### config.mk
export PLATFORM = sky130hd
export DESIGN_NAME = riscv_lsu_ctrl_flat
export DESIGN_NICKNAME = d
export VERILOG_FILES = /design/src/rtl/riscv_lsu_ctrl_if.sv /design/src/rtl/riscv_lsu_ctrl.sv /design/src/flat_wrapper.sv
export SDC_FILE = /design/constraint.sdc
export NUM_CORES = 1
export LEC_CHECK = 0
export ABC_AREA = 0
export BUFFER_PORTS_ARGS = -buffer_cell sky130_fd_sc_hd__buf_2
export CAP_MARGIN = 20
export CORE_UTILIZATION = 50
export CTS_BUF_LIST = sky130_fd_sc_hd__clkbuf_8
export CTS_CLUSTER_SIZE = 25
export DETAILED_ROUTE_END_ITERATION = 12
export GPL_TIMING_DRIVEN = 0
export PLACE_DENSITY_LB_ADDON = 0.08
export SLEW_MARGIN = 20
export SYNTH_ARGS = -nofsm -noshare
export SYNTH_HDL_FRONTEND = slang
export SYNTH_SLANG_ARGS = --single-unit
### constraint.sdc
create_clock -name clk -period 2.6 [get_ports clk]
set_clock_uncertainty 0.1 [all_clocks]
set_input_delay 0.26 -clock clk [delete_from_list [all_inputs] [get_ports clk]]
set_output_delay 0.26 -clock clk [all_outputs]
set_load 0.005 [all_outputs]
### src/rtl/riscv_lsu_ctrl_if.sv
// riscv_lsu_ctrl_if: bundle of execute-stage request, data-memory bus and
// response signals for the load/store sequencer.
//   slave  : the LSU controller view (drives req_ready/stall, bus request
//            outputs and the response).
//   master : the environment view (execute stage plus memory bus).
interface riscv_lsu_ctrl_if;
  logic        req_valid;
  logic        req_we;
  logic [2:0]  req_funct3;
  logic [31:0] req_addr;
  logic [31:0] req_wdata;
  logic        req_ready;
  logic        stall;
  logic        mem_req;
  logic        mem_we;
  logic [31:0] mem_addr;
  logic [31:0] mem_wdata;
  logic [3:0]  mem_be;
  logic        mem_gnt;
  logic        mem_rvalid;
  logic [31:0] mem_rdata;
  logic        resp_valid;
  logic [31:0] resp_rdata;
  logic        resp_err;

  modport slave (
    input  req_valid, req_we, req_funct3, req_addr, req_wdata,
    output req_ready, stall,
    output mem_req, mem_we, mem_addr, mem_wdata, mem_be,
    input  mem_gnt, mem_rvalid, mem_rdata,
    output resp_valid, resp_rdata, resp_err
  );

  modport master (
    output req_valid, req_we, req_funct3, req_addr, req_wdata,
    input  req_ready, stall,
    input  mem_req, mem_we, mem_addr, mem_wdata, mem_be,
    output mem_gnt, mem_rvalid, mem_rdata,
    input  resp_valid, resp_rdata, resp_err
  );
endinterface

### src/rtl/riscv_lsu_ctrl.sv
// riscv_lsu_ctrl: load/store sequencer between execute stage and data bus.
// Accepts one access in IDLE, runs a req/gnt/rvalid handshake, steers store
// byte lanes, extracts and extends load data, flags misaligned/illegal
// accesses and holds the core via stall until the access completes.
// Ports:
//   clk, rst : core clock, synchronous active-high reset
//   bus      : riscv_lsu_ctrl_if.slave (request, memory bus, response)
// Optional feature macro: LSU_TIMEOUT_EN aborts an access that spends
// TIMEOUT_CYCLES cycles in REQ+WAIT, completing it with resp_err=1.
module riscv_lsu_ctrl #(
  parameter int unsigned TIMEOUT_CYCLES = 255
) (
  input logic            clk,
  input logic            rst,
  riscv_lsu_ctrl_if.slave bus
);

  typedef enum logic [1:0] {IDLE, REQ, WAIT, DONE} state_t;
  state_t state;

  logic        we_q;
  logic [2:0]  f3_q;
  logic [1:0]  lo_q;
  logic        mem_req_q;
  logic        mem_we_q;
  logic [31:0] mem_addr_q;
  logic [31:0] mem_wdata_q;
  logic [3:0]  mem_be_q;
  logic        resp_valid_q;
  logic        resp_err_q;
  logic [31:0] resp_rdata_q;

  // Request decode: error detection and store lane steering.
  logic        bad_req;
  logic [31:0] st_wdata;
  logic [3:0]  st_be;
  always_comb begin
    bad_req  = 1'b0;
    st_wdata = '0;
    st_be    = 4'b1111;
    if (bus.req_we) begin
      case (bus.req_funct3)
        3'b000: begin
          st_wdata = {4{bus.req_wdata[7:0]}};
          st_be    = 4'b0001 << bus.req_addr[1:0];
        end
        3'b001: begin
          st_wdata = {2{bus.req_wdata[15:0]}};
          st_be    = bus.req_addr[1] ? 4'b1100 : 4'b0011;
          bad_req  = bus.req_addr[0];
        end
        3'b010: begin
          st_wdata = bus.req_wdata;
          bad_req  = |bus.req_addr[1:0];
        end
        default: bad_req = 1'b1;
      endcase
    end else begin
      case (bus.req_funct3)
        3'b000, 3'b100: bad_req = 1'b0;
        3'b001, 3'b101: bad_req = bus.req_addr[0];
        3'b010:         bad_req = |bus.req_addr[1:0];
        default:        bad_req = 1'b1;
      endcase
    end
  end

  // Load lane selection and extension from the latched funct3/offset.
  logic [7:0]  ld_byte;
  logic [15:0] ld_half;
  logic [31:0] ld_data;
  always_comb begin
    case (lo_q)
      2'd0:    ld_byte = bus.mem_rdata[7:0];
      2'd1:    ld_byte = bus.mem_rdata[15:8];
      2'd2:    ld_byte = bus.mem_rdata[23:16];
      default: ld_byte = bus.mem_rdata[31:24];
    endcase
    ld_half = lo_q[1] ? bus.mem_rdata[31:16] : bus.mem_rdata[15:0];
    case (f3_q)
      3'b000:  ld_data = {{24{ld_byte[7]}}, ld_byte};
      3'b001:  ld_data = {{16{ld_half[15]}}, ld_half};
      3'b100:  ld_data = {24'd0, ld_byte};
      3'b101:  ld_data = {16'd0, ld_half};
      default: ld_data = bus.mem_rdata;
    endcase
  end

`ifdef LSU_TIMEOUT_EN
  localparam int unsigned CW = $clog2(TIMEOUT_CYCLES + 1);
  localparam logic [CW-1:0] T_LAST = CW'(TIMEOUT_CYCLES - 1);
  logic [CW-1:0] to_cnt;
  logic          timeout;
  // Counter holds cycles already spent in REQ+WAIT; leaving on the cycle
  // where it equals TIMEOUT_CYCLES-1 makes DONE land TIMEOUT_CYCLES after
  // REQ entry.
  assign timeout = (to_cnt == T_LAST);
`else
  logic timeout;
  assign timeout = 1'b0;
`endif

  always_ff @(posedge clk) begin
    if (rst) begin
      state        <= IDLE;
      we_q         <= 1'b0;
      f3_q         <= '0;
      lo_q         <= '0;
      mem_req_q    <= 1'b0;
      mem_we_q     <= 1'b0;
      mem_addr_q   <= '0;
      mem_wdata_q  <= '0;
      mem_be_q     <= '0;
      resp_valid_q <= 1'b0;
      resp_err_q   <= 1'b0;
      resp_rdata_q <= '0;
`ifdef LSU_TIMEOUT_EN
      to_cnt       <= '0;
`endif
    end else begin
      case (state)
        IDLE: begin
          if (bus.req_valid) begin
            we_q <= bus.req_we;
            f3_q <= bus.req_funct3;
            lo_q <= bus.req_addr[1:0];
            if (bad_req) begin
              state        <= DONE;
              resp_valid_q <= 1'b1;
              resp_err_q   <= 1'b1;
              resp_rdata_q <= '0;
            end else begin
              state       <= REQ;
              mem_req_q   <= 1'b1;
              mem_we_q    <= bus.req_we;
              mem_addr_q  <= {bus.req_addr[31:2], 2'b00};
              mem_wdata_q <= st_wdata;
              mem_be_q    <= st_be;
`ifdef LSU_TIMEOUT_EN
              to_cnt      <= '0;
`endif
            end
          end
        end
        REQ: begin
`ifdef LSU_TIMEOUT_EN
          to_cnt <= to_cnt + 1'b1;
`endif
          if (bus.mem_gnt) begin
            mem_req_q <= 1'b0;
            mem_we_q  <= 1'b0;
            if (we_q) begin
              state        <= DONE;
              resp_valid_q <= 1'b1;
              resp_err_q   <= 1'b0;
              resp_rdata_q <= '0;
            end else if (bus.mem_rvalid) begin
              state        <= DONE;
              resp_valid_q <= 1'b1;
              resp_err_q   <= 1'b0;
              resp_rdata_q <= ld_data;
            end else begin
              state <= WAIT;
            end
          end else if (timeout) begin
            state        <= DONE;
            mem_req_q    <= 1'b0;
            mem_we_q     <= 1'b0;
            resp_valid_q <= 1'b1;
            resp_err_q   <= 1'b1;
            resp_rdata_q <= '0;
          end
        end
        WAIT: begin
`ifdef LSU_TIMEOUT_EN
          to_cnt <= to_cnt + 1'b1;
`endif
          if (bus.mem_rvalid) begin
            state        <= DONE;
            resp_valid_q <= 1'b1;
            resp_err_q   <= 1'b0;
            resp_rdata_q <= ld_data;
          end else if (timeout) begin
            state        <= DONE;
            resp_valid_q <= 1'b1;
            resp_err_q   <= 1'b1;
            resp_rdata_q <= '0;
          end
        end
        DONE: begin
          resp_valid_q <= 1'b0;
          state        <= IDLE;
        end
        default: state <= IDLE;
      endcase
    end
  end

  assign bus.req_ready  = (state == IDLE) & ~rst;
  assign bus.stall      = ~rst & (((state == IDLE) & bus.req_valid) |
                                  (state == REQ) | (state == WAIT));
  assign bus.mem_req    = mem_req_q;
  assign bus.mem_we     = mem_we_q;
  assign bus.mem_addr   = mem_addr_q;
  assign bus.mem_wdata  = mem_wdata_q;
  assign bus.mem_be     = mem_be_q;
  assign bus.resp_valid = resp_valid_q;
  assign bus.resp_err   = resp_err_q;
  assign bus.resp_rdata = resp_rdata_q;

endmodule

### src/flat_wrapper.sv
// flat-port wrapper written by rule: the top's interface ports become plain ports
module riscv_lsu_ctrl_flat 
#(
  parameter int unsigned TIMEOUT_CYCLES = 255
)
  (clk, rst, bus_req_valid, bus_req_we, bus_req_funct3, bus_req_addr, bus_req_wdata, bus_req_ready, bus_stall, bus_mem_req, bus_mem_we, bus_mem_addr, bus_mem_wdata, bus_mem_be, bus_mem_gnt, bus_mem_rvalid, bus_mem_rdata, bus_resp_valid, bus_resp_rdata, bus_resp_err);
  riscv_lsu_ctrl_if bus_i ();
  input logic clk;
  input logic rst;
  input wire logic [$bits(bus_i.req_valid)-1:0] bus_req_valid;
  input wire logic [$bits(bus_i.req_we)-1:0] bus_req_we;
  input wire logic [$bits(bus_i.req_funct3)-1:0] bus_req_funct3;
  input wire logic [$bits(bus_i.req_addr)-1:0] bus_req_addr;
  input wire logic [$bits(bus_i.req_wdata)-1:0] bus_req_wdata;
  output wire logic [$bits(bus_i.req_ready)-1:0] bus_req_ready;
  output wire logic [$bits(bus_i.stall)-1:0] bus_stall;
  output wire logic [$bits(bus_i.mem_req)-1:0] bus_mem_req;
  output wire logic [$bits(bus_i.mem_we)-1:0] bus_mem_we;
  output wire logic [$bits(bus_i.mem_addr)-1:0] bus_mem_addr;
  output wire logic [$bits(bus_i.mem_wdata)-1:0] bus_mem_wdata;
  output wire logic [$bits(bus_i.mem_be)-1:0] bus_mem_be;
  input wire logic [$bits(bus_i.mem_gnt)-1:0] bus_mem_gnt;
  input wire logic [$bits(bus_i.mem_rvalid)-1:0] bus_mem_rvalid;
  input wire logic [$bits(bus_i.mem_rdata)-1:0] bus_mem_rdata;
  output wire logic [$bits(bus_i.resp_valid)-1:0] bus_resp_valid;
  output wire logic [$bits(bus_i.resp_rdata)-1:0] bus_resp_rdata;
  output wire logic [$bits(bus_i.resp_err)-1:0] bus_resp_err;
  assign bus_i.req_valid = bus_req_valid;
  assign bus_i.req_we = bus_req_we;
  assign bus_i.req_funct3 = bus_req_funct3;
  assign bus_i.req_addr = bus_req_addr;
  assign bus_i.req_wdata = bus_req_wdata;
  assign bus_req_ready = bus_i.req_ready;
  assign bus_stall = bus_i.stall;
  assign bus_mem_req = bus_i.mem_req;
  assign bus_mem_we = bus_i.mem_we;
  assign bus_mem_addr = bus_i.mem_addr;
  assign bus_mem_wdata = bus_i.mem_wdata;
  assign bus_mem_be = bus_i.mem_be;
  assign bus_i.mem_gnt = bus_mem_gnt;
  assign bus_i.mem_rvalid = bus_mem_rvalid;
  assign bus_i.mem_rdata = bus_mem_rdata;
  assign bus_resp_valid = bus_i.resp_valid;
  assign bus_resp_rdata = bus_i.resp_rdata;
  assign bus_resp_err = bus_i.resp_err;
  riscv_lsu_ctrl #(.TIMEOUT_CYCLES(TIMEOUT_CYCLES)) u_core (.clk(clk), .rst(rst), .bus(bus_i));
endmodule
; Word level (Yosys, flattened, before mapping)
; Index checks and enable logic that the tools add are counted.
[totals]
ff_bits = 110
[op_classes]
n_reduce_logical = 15
mux = 41
n_eq_ne = 17
bitwise_logic = 7
shift = 1
[op_table]
columns = op, n
row1 = two-way mux 32 bit, 6
row2 = one-hot mux 32 bit (3 select lines), 2
row3 = one-hot mux 32 bit (4 select lines), 1
row4 = one-hot mux 8 bit (3 select lines), 1
row5 = two-way mux 16 bit, 1
row6 = two-way mux 1 bit, 15
row7 = equality test 3 bit (second input constant), 4
row8 = two-way mux 2 bit, 5
row9 = one-hot mux 1 bit (3 select lines), 3
row10 = AND reduction 3 bit, 3
row11 = two-way mux 4 bit, 2
row12 = inequality test 2 bit (second input constant), 4
row13 = one-hot mux 2 bit (4 select lines), 1
row14 = one-hot mux 4 bit (2 select lines), 1
row15 = AND reduction 4 bit, 2
row16 = equality test 2 bit (second input constant), 3
row17 = equality test 3 x 1 -> 1 bit (second input constant), 2
row18 = logical NOT 3 bit, 2
row19 = OR reduction 2 bit, 3
row20 = equality test 2 x 1 -> 1 bit (second input constant), 2
row21 = logical NOT 2 bit, 2
row22 = one-hot mux 1 bit (2 select lines), 2
row23 = one-hot mux 1 bit (4 select lines), 1
row24 = << shifter 1 x 2 -> 4 bit (first input constant), 1
row25 = 8 further kinds, 12

; Longest topological paths before layout
; Gate-level depths: netlist of run 1.
[logic_depth]
depth_word = 7
depth_mapped = 10

; Worst setup path before layout of run 1
; OpenSTA, ideal clock, no wires.
[synth_timing]
kind = register to register
startpoint = reg u_core.state[0]
endpoint = reg u_core.mem_be_q[1], in the netlist u_core.bus.mem_be[1]
setup_ps = 128
arrival_time_ps = 1846
path_slack_ps = 527
required_ps = 2372
path_buffers = 3
stages_incl_launch_ff = 11
path_cell_list = dfxtp_1 > inv_1 > ha_1 > buf_2 > nand2_1 > o21ba_2 > clkbuf_1 > clkbuf_1 > o211ai_1 > o21ai_0 > nor2_1
[synth_via]
elab_chain_len = 2
[synth_rtl]
columns = element, line
row1 = start: declaration, riscv_lsu_ctrl.sv:19  ; state_t state;
row2 = start signal: assignment, riscv_lsu_ctrl.sv:105  ; state <= IDLE;
row3 = start signal: assignment, riscv_lsu_ctrl.sv:128  ; state <= DONE;
row4 = start signal: assignment, riscv_lsu_ctrl.sv:133  ; state <= REQ;
row5 = logical NOT 2 bit, riscv_lsu_ctrl.sv:121  ; case (state)
row6 = AND reduction 3 bit (no source line), n/a
row7 = end signal: assignment, riscv_lsu_ctrl.sv:138  ; mem_be_q <= st_be;
row8 = end: declaration, riscv_lsu_ctrl.sv:28  ; logic [3:0] mem_be_q;
; No other way between the ends.
; A chain may end at the register's enable or synchronous reset.

; Worst setup path after layout of run 1
[layout_timing]
startpoint = reg u_core.state[0]
endpoint = reg u_core.mem_addr_q[6], in the netlist u_core.bus.mem_addr[6]
[layout_via]
elab_chain_len = 2
[layout_rtl]
columns = element, line
row1 = logical NOT 2 bit, riscv_lsu_ctrl.sv:121
row2 = AND reduction 3 bit (no source line), n/a
row3 = end signal: assignment, riscv_lsu_ctrl.sv:136  ; mem_addr_q <= {bus.req_addr[31:2], 2'b00};
row4 = end: declaration, riscv_lsu_ctrl.sv:26  ; logic [31:0] mem_addr_q;
; No other way between the ends.

==> flow_metrics.tcl, run 1 <==
set metrics [dict create \
    run_status "complete, no violations" \
    initial_core_util 0.518 \
    yosys_warnings 0 \
    place.port_buffers 207 \
    post_drt_wl_per_cell_um 15.9 \
    cp_slowest_cell "dfxtp_1" \
    drcViolationCount 0 \
    drt.antenna.violating_nets 0 \
    clk_pin_slew_ns 0.10 \
    yosysUniqueCellTypes 51 \
    synth-seq-area-share 0.433 \
    worst_setup_path_start_kind "flip-flop" \
    detailed_place_hpwl_um 12300 \
    routed_via_density 5.54 \
    worst_path_buf_inv 5 \
    critical_path.endpoint_type "flip-flop" \
    worst_ep_arrival_time_ns 2.60 \
    tritoncts "done" \
    max_freq_ghz 0.416 \
    postSynth.asyncResetShare 0 \
    rsz0062_at_grt "no" \
    worst_ir_drop_vdd_mv 0.549 \
    gr-total-overflow 0 \
    wl_um 16000 \
    post-route-period-util 0.924 \
    nets 980 \
    min_path_type "input port to flip-flop" \
    clock_sink_count 110 \
    floorplan.rows 36 \
    grt_first_pass_wirelength_um 24000 \
    detailroute.via_count 5583 \
    cts_made_buffers 9 \
    clk_root_buffer_cell "clkbuf_8" \
    total_switching_power_mw 1.65 \
    post_layout_min_period_ns 2.40 \
    fin_ws_ns 0.199 \
    switching_share 0.366 \
    synthCells 643 \
    reg2reg_slack_ns 0.20 \
    path_max_fanout 10 \
    dieArea_mm2 0.0106 \
    gp_congestion 0.913 \
    grt_start_max_net_pins 20 \
    post_synth_instance_area_mm2 0.00509 \
    place_inst 984 \
    final_core_util 0.672 \
    power.sequential.fraction 0.424 \
    dr.pass1.iters 5 \
    grt_pass1_vias 5088 \
    synth-main-ff-cell "dfxtp_1" \
    internal_power_mw 2.86 \
    comb_power_share 0.337 \
    final-hold-violation-count 0 \
    grt_util_all_layers 0.295 \
    final_cell_count_no_fill 1008 \
    holdCritStartpoint "bus_req_addr[30]" \
    max-clock-path-buffers 2 \
    total_leakage_power_nw 2.97 \
    drt-initial-drc-count 289 \
    power-per-cell-area_mw_per_mm2 682 \
    die_width_um 103 \
    worst-endpoint-required_ns 2.80 \
    crit_family "buffers and inverters" \
    drv_slew 0 \
    worst_skew_pair.late_latency_ns 0.37 \
    worst_slew_margin_rel 0.473 \
    drive_gt1_frac 0.282 \
    crit_path_max_incr_delay_ns 0.38 \
    timing.max_cap.violations 0 \
    antenna_cells 0 \
    fin_hold_ws_ns 0.0112 \
    die_h_um 103 \
    hold_depth 3 \
    min_delay_worst_endpoint "u_core.bus.mem_addr[30]" \
    area_growth_pct 29.8 \
    cts-htree-levels 3 \
    critical_path.reg2reg.startpoint "u_core.state[0]" \
    worstPathCellList "inv_1 > ha_1 > buf_2 > nand2_1 > or2_1 > buf_6 > buf_6 > clkbuf_1 > nand2_1 > a21oi_1" \
    reg2reg_to "u_core.bus.mem_addr[6]" \
    ioPinCount 211 \
    timing.reg2reg.worst_path_depth 10 \
    antenna_found_initial 0 \
    placement.setup.worst_slack_ns 0.00650 \
    max_slew.worst_pin.slew_ns 0.785 \
    synth_enable_flop_cells 0 \
    design.core.area_mm2 0.00982 \
    synth.avg_cell_area_um2 7.91 \
    totalNegativeSetupSlack_ns 0 \
    setup.worst_path.class "flip-flop to flip-flop" \
    power_frac_clock 0.239 \
    finalSetupViolations 0 \
    synth-seq-cells 110 \
]
## kinds of logic after synthesis
logic type	share of synthesized area
fa+ha+maj	0.00984
other cells	0.000737
buf+inv	0.0536
simple gates	0.200
compound gates	0.296
flops	0.433
mux	0.00640
## cell type report
class / instances / area [um2]
fill: 905 / 3220
multi-input combinational: 470 / 2620
sequential: 110 / 2200
timing repair buffer: 217 / 1140
buffer: 51 / 229
tap: 133 / 166
clock buffer: 9 / 124
clock inverter: 6 / 76.3
inverter: 12 / 45.0
## worst min-delay path, stage by stage
cell and delay [ns]:
buf_2 0.10, nand2_1 0.04, a21oi_1 0.05
## layout by cell type (no fill, tap or decap), types with 6 or more instances in the layout
cell type and n:
o2bb2ai_1 13, o21ai_0 25, a22o_1 11, clkbuf_1 33
clkbuf_8 9, nand2_1 119, dfxtp_1 110, inv_1 12
o211ai_1 10, a21oi_1 126, a21o_1 18, nand3_1 31
nand2b_1 6, o2111a_1 7, or3_1 8, dlygate4sd3_1 10
buf_2 215, a22oi_1 6, nor2_1 20, nor2b_1 22
## through the flow
stage	total power, mW	cell area (um2)
3_5_place_dp	3.42	6290
5_1_grt	4.79	6600
2_1_floorplan	2.91	5090
3_3_place_gp	3.39	6290
6_report	4.50	6600
4_1_cts	4.49	6540
## what timing repair did
action,4_1_cts,5_1_grt
hold buffers,4,6
resized for setup,2,7
setup buffers,0,0
setup endpoints to repair,7,86
endpoints found under the hold margin,4,6
## state kept, by name (all words and copies together), names as in the netlist
register / cells
u_core.bus.mem_wdata: 32
u_core.f3_q: 3
u_core.state: 2
u_core.bus.mem_req: 1
u_core.bus.resp_err: 1
u_core.bus.mem_be: 4
u_core.bus.mem_we: 1
u_core.bus.mem_addr: 30
u_core.bus.resp_rdata: 32
u_core.lo_q: 2
u_core.bus.resp_valid: 1
u_core.we_q: 1
## layer usage
layer  global-route usage  vias up  wire length, um  part of all wire
met5                    0        -                0                 0
met4                0.122        0              345             0.022
met3               0.0576       28             1180             0.074
met2                0.497      227             7720              0.48
met1                0.370     2598             6740              0.42
li1                     -     2730                -                 -
## power groups by stage
stage	Clock [mW]	Sequential (mW)	Combinational [mW]
final	1.08	1.91	1.52
after global routing	1.17	1.93	1.69
after CTS	1.09	1.91	1.49
after detailed placement	0	1.94	1.48
after global placement	0	1.94	1.45
after floorplan	0	1.95	0.958
## worst max path at each step
stage / end / cells past startpoint / startpoint / slack (ns)
after detailed placement: u_core.bus.mem_wdata[9] / 9 / u_core.state[0] / 0.006
after CTS: u_core.bus.mem_wdata[26] / 9 / u_core.state[0] / 0.02
after global placement: u_core.bus.mem_wdata[10] / 9 / u_core.state[0] / 0.07
after global routing: u_core.bus.mem_wdata[0] / 10 / u_core.state[0] / 0.009
final: u_core.bus.mem_addr[6] / 10 / u_core.state[0] / 0.20
after floorplan: u_core.bus.mem_be[1] / 10 / u_core.state[0] / 0.53
## synth_stat cells (3+ instances only)
cell type	count	area share
nor2_1	20	0.015
o2111a_1	7	0.015
or3_1	8	0.0098
a22o_1	11	0.019
o211ai_1	10	0.015
dfxtp_1	110	0.43
nor2b_1	22	0.027
a21o_1	18	0.027
clkbuf_1	38	0.028
nand2b_1	6	0.0074
buf_2	8	0.0079
a311oi_1	4	0.0069
a21oi_1	127	0.12
nor3_1	5	0.0049
nand3_1	31	0.031
a211oi_1	3	0.0044
ha_1	4	0.0098
o2bb2ai_1	13	0.022
a22oi_1	6	0.0089
o21ai_0	25	0.025
nand2_1	119	0.088
inv_1	12	0.0089
(Power assumes the default switching activity.)
==> run 2, diff against run 1 <==
- clock period: 2.6 -> 2.7 ns (I/O delays scaled with it)
==> flow_metrics.tcl, run 2 (synthesis gave the netlist of run 1 again) <==
set metrics [dict create \
    drcViolationCount 0 \
    gp_congestion 0.913 \
    tritoncts "done" \
    antenna_found_initial 0 \
    routed_via_density 5.53 \
    grt_start_max_net_pins 20 \
    finalSetupViolations 0 \
    place.port_buffers 207 \
    area_growth_pct 28.3 \
    drv_slew 0 \
    floorplan.rows 36 \
    post-cts-setup-buffers 0 \
    drt.antenna.violating_nets 0 \
    total_leakage_power_nw 2.93 \
    grt_first_pass_wirelength_um 23900 \
    place_inst 984 \
    post_drt_wl_per_cell_um 15.8 \
    dieArea_mm2 0.0106 \
    design.core.area_mm2 0.00982 \
    clk_root_buffer_cell "clkbuf_8" \
    nets 973 \
    worst_ir_drop_vdd_mv 0.528 \
    cts_made_buffers 9 \
    ioPinCount 211 \
    max_slew.worst_pin.slew_ns 0.846 \
    final_cell_count_no_fill 1001 \
    crit_path_end "u_core.bus.resp_rdata[17]" \
    timing.reg2reg.worst_path_depth 8 \
    rsz0062_at_grt "no" \
    max-clock-path-buffers 2 \
    die_h_um 103 \
    grt_pass1_vias 5055 \
    drive_gt1_frac 0.282 \
    critical_path.endpoint_type "flip-flop" \
    clock_sink_count 110 \
    reg2reg_slack_ns 0.22 \
    clk_pin_slew_ns 0.11 \
    antenna_cells 0 \
    grt_util_all_layers 0.294 \
    path_max_fanout 10 \
    final-hold-violation-count 0 \
    placement.setup.worst_slack_ns 0.106 \
    most_common_cell_after_layout_fill_and_taps_aside "buf_2" \
    worst_skew_pair.late_latency_ns 0.38 \
    critical_path.reg2reg.startpoint "u_core.state[1]" \
    cts-htree-levels 3 \
    most-common-layout-cells "buf_2, a21oi_1, nand2_1" \
    min_path_type "input port to flip-flop" \
    detailed_place_hpwl_um 12300 \
    run_status "complete, no violations" \
    die_width_um 103 \
    drt-initial-drc-count 283 \
    worst-endpoint-required_ns 2.92 \
    worst_ep_arrival_time_ns 2.70 \
    totalNegativeSetupSlack_ns 0 \
    post_layout_min_period_ns 2.48 \
    dr.pass1.iters 5 \
    fin_ws_ns 0.224 \
    filler_cell_count 919 \
    power-per-cell-area_mw_per_mm2 663 \
    setup.worst_path.class "flip-flop to flip-flop" \
    worst_slew_margin_rel 0.436 \
    worst_setup_path_startpoint "u_core.state[1]" \
    wl_um 15900 \
    post-route-period-util 0.917 \
    max_freq_ghz 0.404 \
    reg2reg_to "u_core.bus.resp_rdata[17]" \
    detailroute.via_count 5535 \
    gr-total-overflow 0 \
    timing.max_cap.violations 0 \
    non_filler_cell_area_final_mm2 0.00653 \
    post_dp_cell_area_mm2 0.00629 \
    initial_core_util 0.518 \
    worst_setup_path_start_kind "flip-flop" \
]
==> run 2: cell types whose count changed in the layout (fill, tap and decap cells not counted) <==
cell,change
a21boi_1,-1
a21oi_1,+1
a21boi_0,+1
dlygate4sd3_1,-7
clkbuf_1,+1
a21oi_2,-1
clkbuf_2,-1
==> run 2: layout make-up <==
| class | count | area (um2) | share of cell area |
|---|---|---|---|
| buffer | 51 | 228 | 0.0349 |
| clock inverter | 6 | 76.3 | 0.0117 |
| timing repair buffer | 210 | 1070 | 0.163 |
| tap | 133 | 166 | 0.0255 |
| inverter | 12 | 45.0 | 0.00690 |
| clock buffer | 9 | 124 | 0.0190 |
| multi-input combinational | 470 | 2620 | 0.401 |
| sequential | 110 | 2200 | 0.337 |
==> run 2: how the worst min path moves through the flow <==
stage                                     endpoint  depth (start not counted)  slack (ns)                startpoint
after global placement    u_core.bus.mem_wdata[19]                          2        0.34  u_core.bus.mem_wdata[19]
after global routing       u_core.bus.mem_addr[18]                          3      0.0009          bus_req_addr[18]
after CTS                  u_core.bus.mem_addr[14]                          3       0.007          bus_req_addr[14]
final                       u_core.bus.mem_addr[5]                          3        0.01           bus_req_addr[5]
after detailed placement  u_core.bus.mem_wdata[16]                          2        0.34  u_core.bus.mem_wdata[16]
after floorplan                 u_core.bus.mem_req                          1        0.29               bus_mem_gnt
==> run 2: power by group <==
| part | switching, mW | internal (mW) | total (mW) |
|---|---|---|---|
| Clock | 0.599 | 0.443 | 1.04 |
| Combinational | 0.906 | 0.542 | 1.45 |
| Sequential | 0.0802 | 1.76 | 1.84 |
==> run 2: layer usage <==
metal / track usage / wire (um)
met5: 0 / 0
met4: 0.116 / 276
met3: 0.0569 / 1150
met2: 0.496 / 7630
met1: 0.369 / 6800
==> run 2: repair_timing <==
| action | in CTS | in global routing |
|---|---|---|
| hold buffers | 1 | 2 |
| hold endpoints to repair | 1 | 2 |
| endpoints found under the setup margin | 0 | 60 |
| resized for setup | 0 | 7 |
==> run 2: critical path, stage by stage, from the launching register on <==
cell,delay (ns)
dfxtp_1,0.38
inv_1,0.09
ha_1,0.27
nand2b_1,0.13
a21boi_0,0.54
a21o_1,0.26
buf_2,0.23
nand2_1,0.22
o2bb2ai_1,0.21
==> run 2: stage by stage <==
| step | util | power (mW) | hold WS, ns |
|---|---|---|---|
| floorplan | - | 2.80 | 0.286 |
| global placement | 0.641 | 3.27 | 0.336 |
| detailed placement | 0.641 | 3.29 | 0.343 |
| CTS | 0.662 | 4.32 | 0.00717 |
| global route | 0.665 | 4.60 | 0.000899 |
| finish | 0.665 | 4.33 | 0.0119 |
==> run 3, diff against run 2 <==
- CORE_ASPECT_RATIO: default -> 1.1
- CORE_UTILIZATION: 50 -> 48
- CTS_BUF_LIST: sky130_fd_sc_hd__clkbuf_8 -> default
==> flow_metrics.tcl, run 3 (synthesis gave the netlist of run 1 again) <==
set metrics [dict create \
    run_status "complete, no violations" \
    dieArea_mm2 0.0110 \
    ctsHoldBuffers 0 \
    worst_ir_drop_vdd_mv 0.523 \
    totalNegativeSetupSlack_ns 0 \
    setup.worst_path.class "flip-flop to flip-flop" \
    detailroute.via_count 5501 \
    grt_util_all_layers 0.276 \
    gr-total-overflow 0 \
    worst_slew_margin_rel 0.470 \
    post_dp_cell_area_mm2 0.00630 \
    dr.pass1.iters 4 \
    min_path_type "input port to flip-flop" \
    path_max_fanout 10 \
    filler_cell_count 1012 \
    max_slew.worst_pin.slew_ns 0.795 \
    antenna_cells 0 \
    gp_congestion 0.905 \
    worst-endpoint-required_ns 2.88 \
    timing.reg2reg.worst_path_depth 8 \
    post_drt_wl_per_cell_um 15.8 \
    placement.setup.worst_slack_ns 0.124 \
    drv_slew 0 \
    clk_root_buffer_cell "clkbuf_16" \
    grt_first_pass_wirelength_um 23800 \
    antenna_found_initial 0 \
    finalSetupViolations 0 \
    most-common-layout-cells "buf_2, a21oi_1, nand2_1" \
    place_inst 994 \
    post-route-period-util 0.917 \
    reg2reg_slack_ns 0.23 \
    final_core_util 0.640 \
    place.port_buffers 207 \
    worst_ep_arrival_time_ns 2.66 \
    cts-htree-levels 3 \
    hold_depth 2 \
    area_growth_pct 30.1 \
    final_cell_count_no_fill 1010 \
    post-layout-total-power_mw 4.66 \
    grt_pass1_vias 4933 \
    power-per-cell-area_mw_per_mm2 705 \
    cts_made_buffers 9 \
    holdCritStartpoint "bus_mem_gnt" \
    max-clock-path-buffers 2 \
    design.core.area_mm2 0.0103 \
    worst_skew_pair.late_latency_ns 0.34 \
    routed_via_density 5.45 \
    total_leakage_power_nw 2.96 \
    die_h_um 110 \
    wl_um 16000 \
    tritoncts "done" \
    fin_ws_ns 0.225 \
    initial_core_util 0.492 \
    critical_path.reg2reg.startpoint "u_core.state[1]" \
    nets 971 \
    detailed_place_hpwl_um 12400 \
    drcViolationCount 0 \
    die_width_um 100 \
    clock_sink_count 110 \
    clk_pin_slew_ns 0.08 \
    post-cts-setup-buffers 0 \
    most_common_cell_after_layout_fill_and_taps_aside "buf_2" \
    min_delay_worst_endpoint "u_core.bus.mem_req" \
    fin_hold_ws_ns 0.0346 \
    ioPinCount 211 \
    rsz0062_at_grt "no" \
    drive_gt1_frac 0.280 \
    drt-initial-drc-count 286 \
    timing.max_cap.violations 0 \
    post_layout_min_period_ns 2.47 \
    max_freq_ghz 0.404 \
    drt.antenna.violating_nets 0 \
    final-hold-violation-count 0 \
    critical_path.endpoint_type "flip-flop" \
    non_filler_cell_area_final_mm2 0.00662 \
    floorplan.rows 39 \
    reg2reg_to "u_core.bus.resp_rdata[4]" \
    grt_start_max_net_pins 20 \
    worst_setup_path_start_kind "flip-flop" \
]
-- run 3: worst max-delay path by stage --
stage                    start                        to  slack [ns]  cells after the start
2_1_floorplan  u_core.state[0]      u_core.bus.mem_be[1]        0.63                     10
3_3_place_gp   u_core.state[0]      u_core.bus.mem_be[1]        0.20                     10
3_5_place_dp   u_core.state[0]      u_core.bus.mem_be[0]        0.12                     10
4_1_cts        u_core.state[0]      u_core.bus.mem_be[0]         0.1                     10
5_1_grt        u_core.state[1]  u_core.bus.mem_wdata[27]        0.01                      9
6_report       u_core.state[1]  u_core.bus.resp_rdata[4]        0.23                      8
-- run 3: area by class of cell --
cell class	instances	area, um2	share of cell area
plain buffers	52	230	0.0348
multi-input cells	470	2620	0.395
well taps	143	179	0.0270
inverters	12	45.0	0.00681
flip-flops and latches	110	2200	0.333
repair buffers	207	1040	0.157
clock buffers	10	229	0.0346
clock inverters	6	81.3	0.0123
-- run 3: layer usage --
layer | vias up | share of wire | track usage
li1 | 2715 | - | -
met1 | 2559 | 0.42 | 0.326
met2 | 201 | 0.50 | 0.493
met3 | 26 | 0.062 | 0.0566
met4 | 0 | 0.021 | 0.106
met5 | - | 0 | 0
-- run 3: report_power, final --
part	internal (mW)	switching (mW)	total (mW)
sequential	1.76	0.0841	1.84
clock	0.739	0.649	1.39
combinational	0.537	0.898	1.43
total	3.03	1.63	4.66
-- run 3: worst max-delay path, cell delays in order, from the launching register on --
cell and delay (ns):
dfxtp_1 0.37, inv_1 0.09, ha_1 0.27, nand2b_1 0.13, a21boi_0 0.51, a21o_1 0.26, buf_2 0.23, nand2_1 0.20
o2bb2ai_1 0.24
-- run 3: what timing repair did --
action,CTS,global route
endpoints found under the hold margin,0,0
endpoints found under the setup margin,0,14
resized for setup,0,4
